--- src/rtl/pwm_fade_ctrl_if.sv ---
// Target-duty command channel into pwm_fade_ctrl: valid/ready with duty and step rate.
// The source owns valid/duty/rate; the sequencer answers with ready.
interface pwm_fade_ctrl_if #(
   parameter int DIV_W = 8
);
   logic             tgt_valid;
   logic [7:0]       tgt_duty;
   logic [DIV_W-1:0] tgt_rate;
   logic             tgt_ready;

   modport master (output tgt_valid, tgt_duty, tgt_rate, input tgt_ready);
   modport slave  (input tgt_valid, tgt_duty, tgt_rate, output tgt_ready);
endinterface

--- src/rtl/pwm_fade_ctrl.sv ---
// Duty-cycle sequencer for the 8-bit pwm block: ramps duty toward a commanded target
// by +/-1 on PWM period boundaries, one step every `rate` periods.
module pwm_fade_ctrl #(
   parameter int DIV_W = 8
) (
   input  logic           clk,
   input  logic           rst,
   pwm_fade_ctrl_if.slave tgt,
   input  logic           hold,
   input  logic           abort,
   output logic [7:0]     duty,
   output logic           period_start,
   output logic           busy,
   output logic           done
);
   localparam logic [DIV_W-1:0] DIV_ONE = {{(DIV_W-1){1'b0}}, 1'b1};

   typedef enum logic {IDLE, RAMP} state_t;

   typedef struct packed {
      logic [7:0]       duty;
      logic [DIV_W-1:0] rate;
   } cmd_t;

   state_t           state;
   cmd_t             cmd;
   logic [7:0]       phase;
   logic [DIV_W-1:0] div_cnt;
   logic             boundary;
   logic             accept;
   logic [7:0]       duty_step;

   // phase mirrors the pwm counter; the 255->0 edge is where din may change
   assign boundary     = (phase == 8'hFF);
   assign tgt.tgt_ready = rst && (state == IDLE);
   assign period_start = rst && (phase == 8'h00);
   assign accept       = tgt.tgt_valid && tgt.tgt_ready;

   // Saturating one-step move toward the target; never wraps past 0 or 255.
   always_comb begin
      duty_step = duty;
      if (cmd.duty > duty)
         duty_step = duty + 8'd1;
      else if (cmd.duty < duty)
         duty_step = duty - 8'd1;
   end

   always_ff @(posedge clk) begin
      if (!rst) begin
         state   <= IDLE;
         cmd     <= '0;
         phase   <= 8'h00;
         div_cnt <= '0;
         duty    <= 8'h00;
         busy    <= 1'b0;
         done    <= 1'b0;
      end else begin
         phase <= phase + 8'd1;
         done  <= 1'b0;
         case (state)
            IDLE: begin
               if (accept) begin
                  if (tgt.tgt_duty == duty) begin
                     done <= 1'b1;
                  end else begin
                     cmd.duty <= tgt.tgt_duty;
                     cmd.rate <= tgt.tgt_rate;
                     div_cnt  <= '0;
                     state    <= RAMP;
                     busy     <= 1'b1;
                  end
               end
            end
            RAMP: begin
               // abort wins over any step scheduled on the same edge
               if (abort) begin
                  state <= IDLE;
                  busy  <= 1'b0;
               end else if (boundary && !hold) begin
                  if (cmd.rate == '0) begin
                     duty  <= cmd.duty;
                     state <= IDLE;
                     busy  <= 1'b0;
                     done  <= 1'b1;
                  end else if (div_cnt == cmd.rate - DIV_ONE) begin
                     duty    <= duty_step;
                     div_cnt <= '0;
                     if (duty_step == cmd.duty) begin
                        state <= IDLE;
                        busy  <= 1'b0;
                        done  <= 1'b1;
                     end
                  end else begin
                     div_cnt <= div_cnt + DIV_ONE;
                  end
               end
            end
         endcase
      end
   end
endmodule

--- src/flat_wrapper.sv ---
// flat-port wrapper written by rule: the top's interface ports become plain ports
module pwm_fade_ctrl_flat 
#(
   parameter int DIV_W = 8
)
  (clk, rst, hold, abort, duty, period_start, busy, done, tgt_tgt_valid, tgt_tgt_duty, tgt_tgt_rate, tgt_tgt_ready);
  pwm_fade_ctrl_if #(.DIV_W(DIV_W)) tgt_i ();
  input  logic clk;
  input  logic rst;
  input  logic hold;
  input  logic abort;
  output logic [7:0] duty;
  output logic period_start;
  output logic busy;
  output logic done;
  input wire logic [$bits(tgt_i.tgt_valid)-1:0] tgt_tgt_valid;
  input wire logic [$bits(tgt_i.tgt_duty)-1:0] tgt_tgt_duty;
  input wire logic [$bits(tgt_i.tgt_rate)-1:0] tgt_tgt_rate;
  output wire logic [$bits(tgt_i.tgt_ready)-1:0] tgt_tgt_ready;
  assign tgt_i.tgt_valid = tgt_tgt_valid;
  assign tgt_i.tgt_duty = tgt_tgt_duty;
  assign tgt_i.tgt_rate = tgt_tgt_rate;
  assign tgt_tgt_ready = tgt_i.tgt_ready;
  pwm_fade_ctrl #(.DIV_W(DIV_W)) u_core (.clk(clk), .rst(rst), .tgt(tgt_i), .hold(hold), .abort(abort), .duty(duty), .period_start(period_start), .busy(busy), .done(done));
endmodule
--- config.mk ---
export PLATFORM = sky130hd
export DESIGN_NAME = pwm_fade_ctrl_flat
export DESIGN_NICKNAME = d
export VERILOG_FILES = /design/src/rtl/pwm_fade_ctrl_if.sv /design/src/rtl/pwm_fade_ctrl.sv /design/src/flat_wrapper.sv
export SDC_FILE = /design/constraint.sdc
export NUM_CORES = 1
export LEC_CHECK = 0
export ABC_CLOCK_PERIOD_IN_PS = 3710
export BUFFER_PORTS_ARGS = -buffer_cell sky130_fd_sc_hd__buf_2
export CAP_MARGIN = 20
export CORE_ASPECT_RATIO = 0.9
export CORE_UTILIZATION = 59
export DETAILED_ROUTE_END_ITERATION = 12
export GPL_TIMING_DRIVEN = 0
export PLACE_DENSITY = 0.8
export SETUP_SLACK_MARGIN = 0.3
export SYNTH_ARGS = -nofsm -noshare
export SYNTH_HDL_FRONTEND = slang
export SYNTH_SLANG_ARGS = --single-unit
--- constraint.sdc ---
create_clock -name clk -period 3.71 [get_ports clk]
set_clock_uncertainty 0.2 [all_clocks]
set_input_delay 0.742 -clock clk [delete_from_list [all_inputs] [get_ports clk]]
set_output_delay 0.742 -clock clk [all_outputs]
set_load 0.1 [all_outputs]
==> flow_summary.yaml <==
outcome:
  status: "finished, final reports clean"
yosys:
  synth_area_sq_um: 2980
  synthFlopType: "dfxtp_1"
  yosys_warnings: 0
  yosysSeqAreaShare_pct: 28.9
  synth_nets: 397
  async_reset_ff_share_pct: 0
  netlist_instances: 362
  ys_ff_latch: 43
  syn_avg_cell_area_sq_um: 8.24
  synth_edf_count: 0
  ys_types: 57
sta:
  slew_headroom_pct: 53.8
  fin_ws_ns: 0.556
  worst_pin_slew_ns: 0.688
  period_needed_ns: 3.15
  max_freq_mhz: 317
  slew_viol_final: 0
  setup_violations: 0
  rsz0062_at_grt: "no"
  finalHoldViolCount: 0
  timing.final.crit_share_pct: 85.0
  tns_ns: 0
critical_path:
  cp.buffers_inverters: 1
  r2r_slack_ns: 0.56
  path_max_fanout: 8
  max_stage_delay_ns: 0.40
  critical_path_class: "reg2reg"
  crit_required_ns: 3.68
  crit_arrival_ns: 3.12
  end_kind: "register"
  slowest_stage: "dfxtp_2"
  start_kind: "register"
  cp_top_family: "compound AO/OA/AOI/OAI gates"
  worstPathCellList: "inv_1, ha_1, nor2b_1, o211ai_1, a21oi_4, nor2_4, mux2i_1, xnor2_1, o2111ai_1, nor3_2, o41ai_2"
global_routing:
  grt_util_met1_pct: 39.7
  grt_overflow: 0
  grt_busiest_layer: "met2"
  grt_max_degree: 14
  antenna_found_initial: 0
  grt_pass1_vias: 2592
  gr-usage-met3_pct: 6.18
  met2_usage_pct: 45.0
  grt_pass1_wl_microns: 12200
  grt_usage_pct: 28.6
power_and_ir_drop:
  peakVddDrop_mv: 0.281
  p_leak_nw: 1.40
  power_density_nw_per_um2: 377
clock_tree:
  cts-root-buf: "clkbuf_8"
  cts_buffers: 5
  clk_path_buf_depth: 2
  cts_tree: "done"
  htree_levels: 2
  clkTransAtPathRegs_ns: 0.08
  clkLatencyLatePin_ns: 0.29
  cts_hold_buf: 0
  clkSinkCount: 43
cells_and_area:
  layout-drive-gt1-share_pct: 17.7
  fill_cells: 422
  antennaDiodeCount: 0
  areaGrowthSynthToFinish_pct: 13.4
  stdcell_area_sq_um: 3380
  fin_nets: 436
detailed_routing:
  drt-total-wl_microns: 7130
  drtIter0Drc: 240
  vias: 2683
  postRouteAntennaNets: 0
  drt-pass1-iter-count: 4
  drc_errors: 0
  via_per_inst: 5.75
  wire_per_inst_microns: 15.3
placed_design:
  post-place-ws_ns: 0.202
  placed_cell_area_sq_um: 3230
  place_hpwl_microns: 5430
  routabilityCongestion: 0.888
  numPortBuffers: 32
die:
  pin_count: 33
  die_y_microns: 69.4
  row_count: 24
  die_area_sq_um: 5340
  core_sq_um: 4860
  die_w_microns: 76.9
  initial_core_util_pct: 61.3
worst_hold_path:
  min_path_type: "reg2reg"
flow_run:
  drv_cap: 0
routing by layer:
metal / wire length, microns / part of all wire, % / up-vias
met5: 0 / 0 / -
met3: 426 / 6.0 / 5
met4: 46 / 0.65 / 0
li1: - / - / 1352
met1: 3520 / 49 / 1240
met2: 3140 / 44 / 86
cells in the mapped netlist, drive strengths merged, types with 2 or more instances:
| cell type | instances | area, sq um |
|---|---|---|
| nor4 | 5 | 52.6 |
| a21oi | 12 | 60.1 |
| o2111ai | 4 | 35.0 |
| nand4 | 10 | 62.6 |
| a22oi | 5 | 37.5 |
| ha | 14 | 175 |
| dfxtp | 43 | 861 |
| a31oi | 2 | 12.5 |
| xor2 | 22 | 193 |
| o22ai | 2 | 12.5 |
| mux2i | 19 | 190 |
| clkbuf | 13 | 48.8 |
| nor2b | 25 | 156 |
| o211a | 2 | 20.0 |
| or3 | 6 | 37.5 |
| nand3 | 6 | 30.0 |
| and2 | 12 | 75.1 |
| nor2 | 36 | 135 |
| or4 | 3 | 30.0 |
| nand2 | 25 | 98.8 |
| buf | 2 | 16.3 |
| o31ai | 2 | 15.0 |
| nor3 | 7 | 40.0 |
| a21boi | 4 | 30.0 |
| and4 | 2 | 17.5 |
| o21ai | 23 | 115 |
| inv | 17 | 66.3 |
| nand2b | 5 | 31.3 |
| nor4b | 2 | 17.5 |
| o2bb2ai | 2 | 23.8 |
| xnor2 | 14 | 123 |
per-stage QoR:
stage / instances / util [%] / hold slack [ns] / total power [mW]
CTS: 467 / 68.9 / 0.284 / 1.27
global route: 467 / 69.5 / 0.300 / 1.34
finish: 467 / 69.5 / 0.280 / 1.28
detailed placement: 459 / 66.5 / 0.264 / 0.892
global placement: 459 / 66.5 / 0.251 / 0.884
floorplan: 362 / - / 0.237 / 0.808
flip-flops by register name, indices dropped and copies added (netlist names):
name            count
u_core.busy         1
u_core.cmd         16
u_core.div_cnt      8
u_core.done         1
u_core.duty         8
u_core.phase        8
u_core.state        1
worst register-to-register path: stages (launching register included):
cell and delay, ns:
dfxtp_2 0.40, inv_1 0.12, ha_1 0.33, nor2b_1 0.14, o211ai_1 0.35, a21oi_4 0.16
nor2_4 0.22, mux2i_1 0.35, xnor2_1 0.18, o2111ai_1 0.20, nor3_2 0.27, o41ai_2 0.11
final timing paths:
kind	start	to	depth (start not counted)
max reg2reg	u_core.duty[1]	u_core.busy	11
min reg2reg	u_core.phase[0]	u_core.phase[0]	1
min	u_core.phase[0]	u_core.phase[0]	1
max	u_core.duty[1]	u_core.busy	11
cell families after synthesis:
kind of cell,share of synthesized area (%)
compound gates,16.2
fa+ha+maj,5.88
flops,28.9
buf+inv,4.41
xor+xnor,10.6
mux,6.76
simple gates,27.3
report_power, final:
group	internal, mW	leakage [nW]	switching, mW
Combinational	0.148	0.987	0.245
Sequential	0.481	0.353	0.0255
Clock	0.218	0.0612	0.157
placed cells by master (no fill, tap or decap), types with 3 or more instances in the layout:
cell,netlist,final
nor3_1,6,5
or3_1,6,6
nor2b_1,25,25
dfxtp_2,0,6
a22oi_1,5,5
a21boi_0,3,3
nand2b_1,5,5
xor2_1,22,22
nor4_1,3,3
o21ai_0,13,13
nand2_1,23,23
clkbuf_2,0,4
nand3_1,6,6
dfxtp_1,43,37
and2_1,12,12
o2111ai_1,4,4
ha_1,14,14
a21oi_1,12,11
mux2i_1,19,19
nand4_1,10,10
nor2_1,36,33
clkbuf_1,13,9
clkbuf_8,0,6
o21ai_1,10,10
xnor2_1,14,14
inv_1,16,16
buf_2,1,33
final cells by class:
type / count / area [sq um] / area share, %
Buffer: 15 / 70.1 / 2.07
Tap cell: 65 / 81.3 / 2.40
Sequential cell: 43 / 868 / 25.7
Timing Repair Buffer: 32 / 160 / 4.74
Clock inverter: 2 / 35.0 / 1.04
Multi-Input combinational cell: 287 / 2020 / 59.7
Inverter: 17 / 66.3 / 1.96
Clock buffer: 6 / 82.6 / 2.44
what timing repair did:
action,4_1_cts,5_1_grt
cloned,0,0
resized for setup,1,13
buffers inserted,0,0
pin swaps,0,0
setup endpoints to repair,3,6
Note: power is estimated with default switching activity, not from simulation.
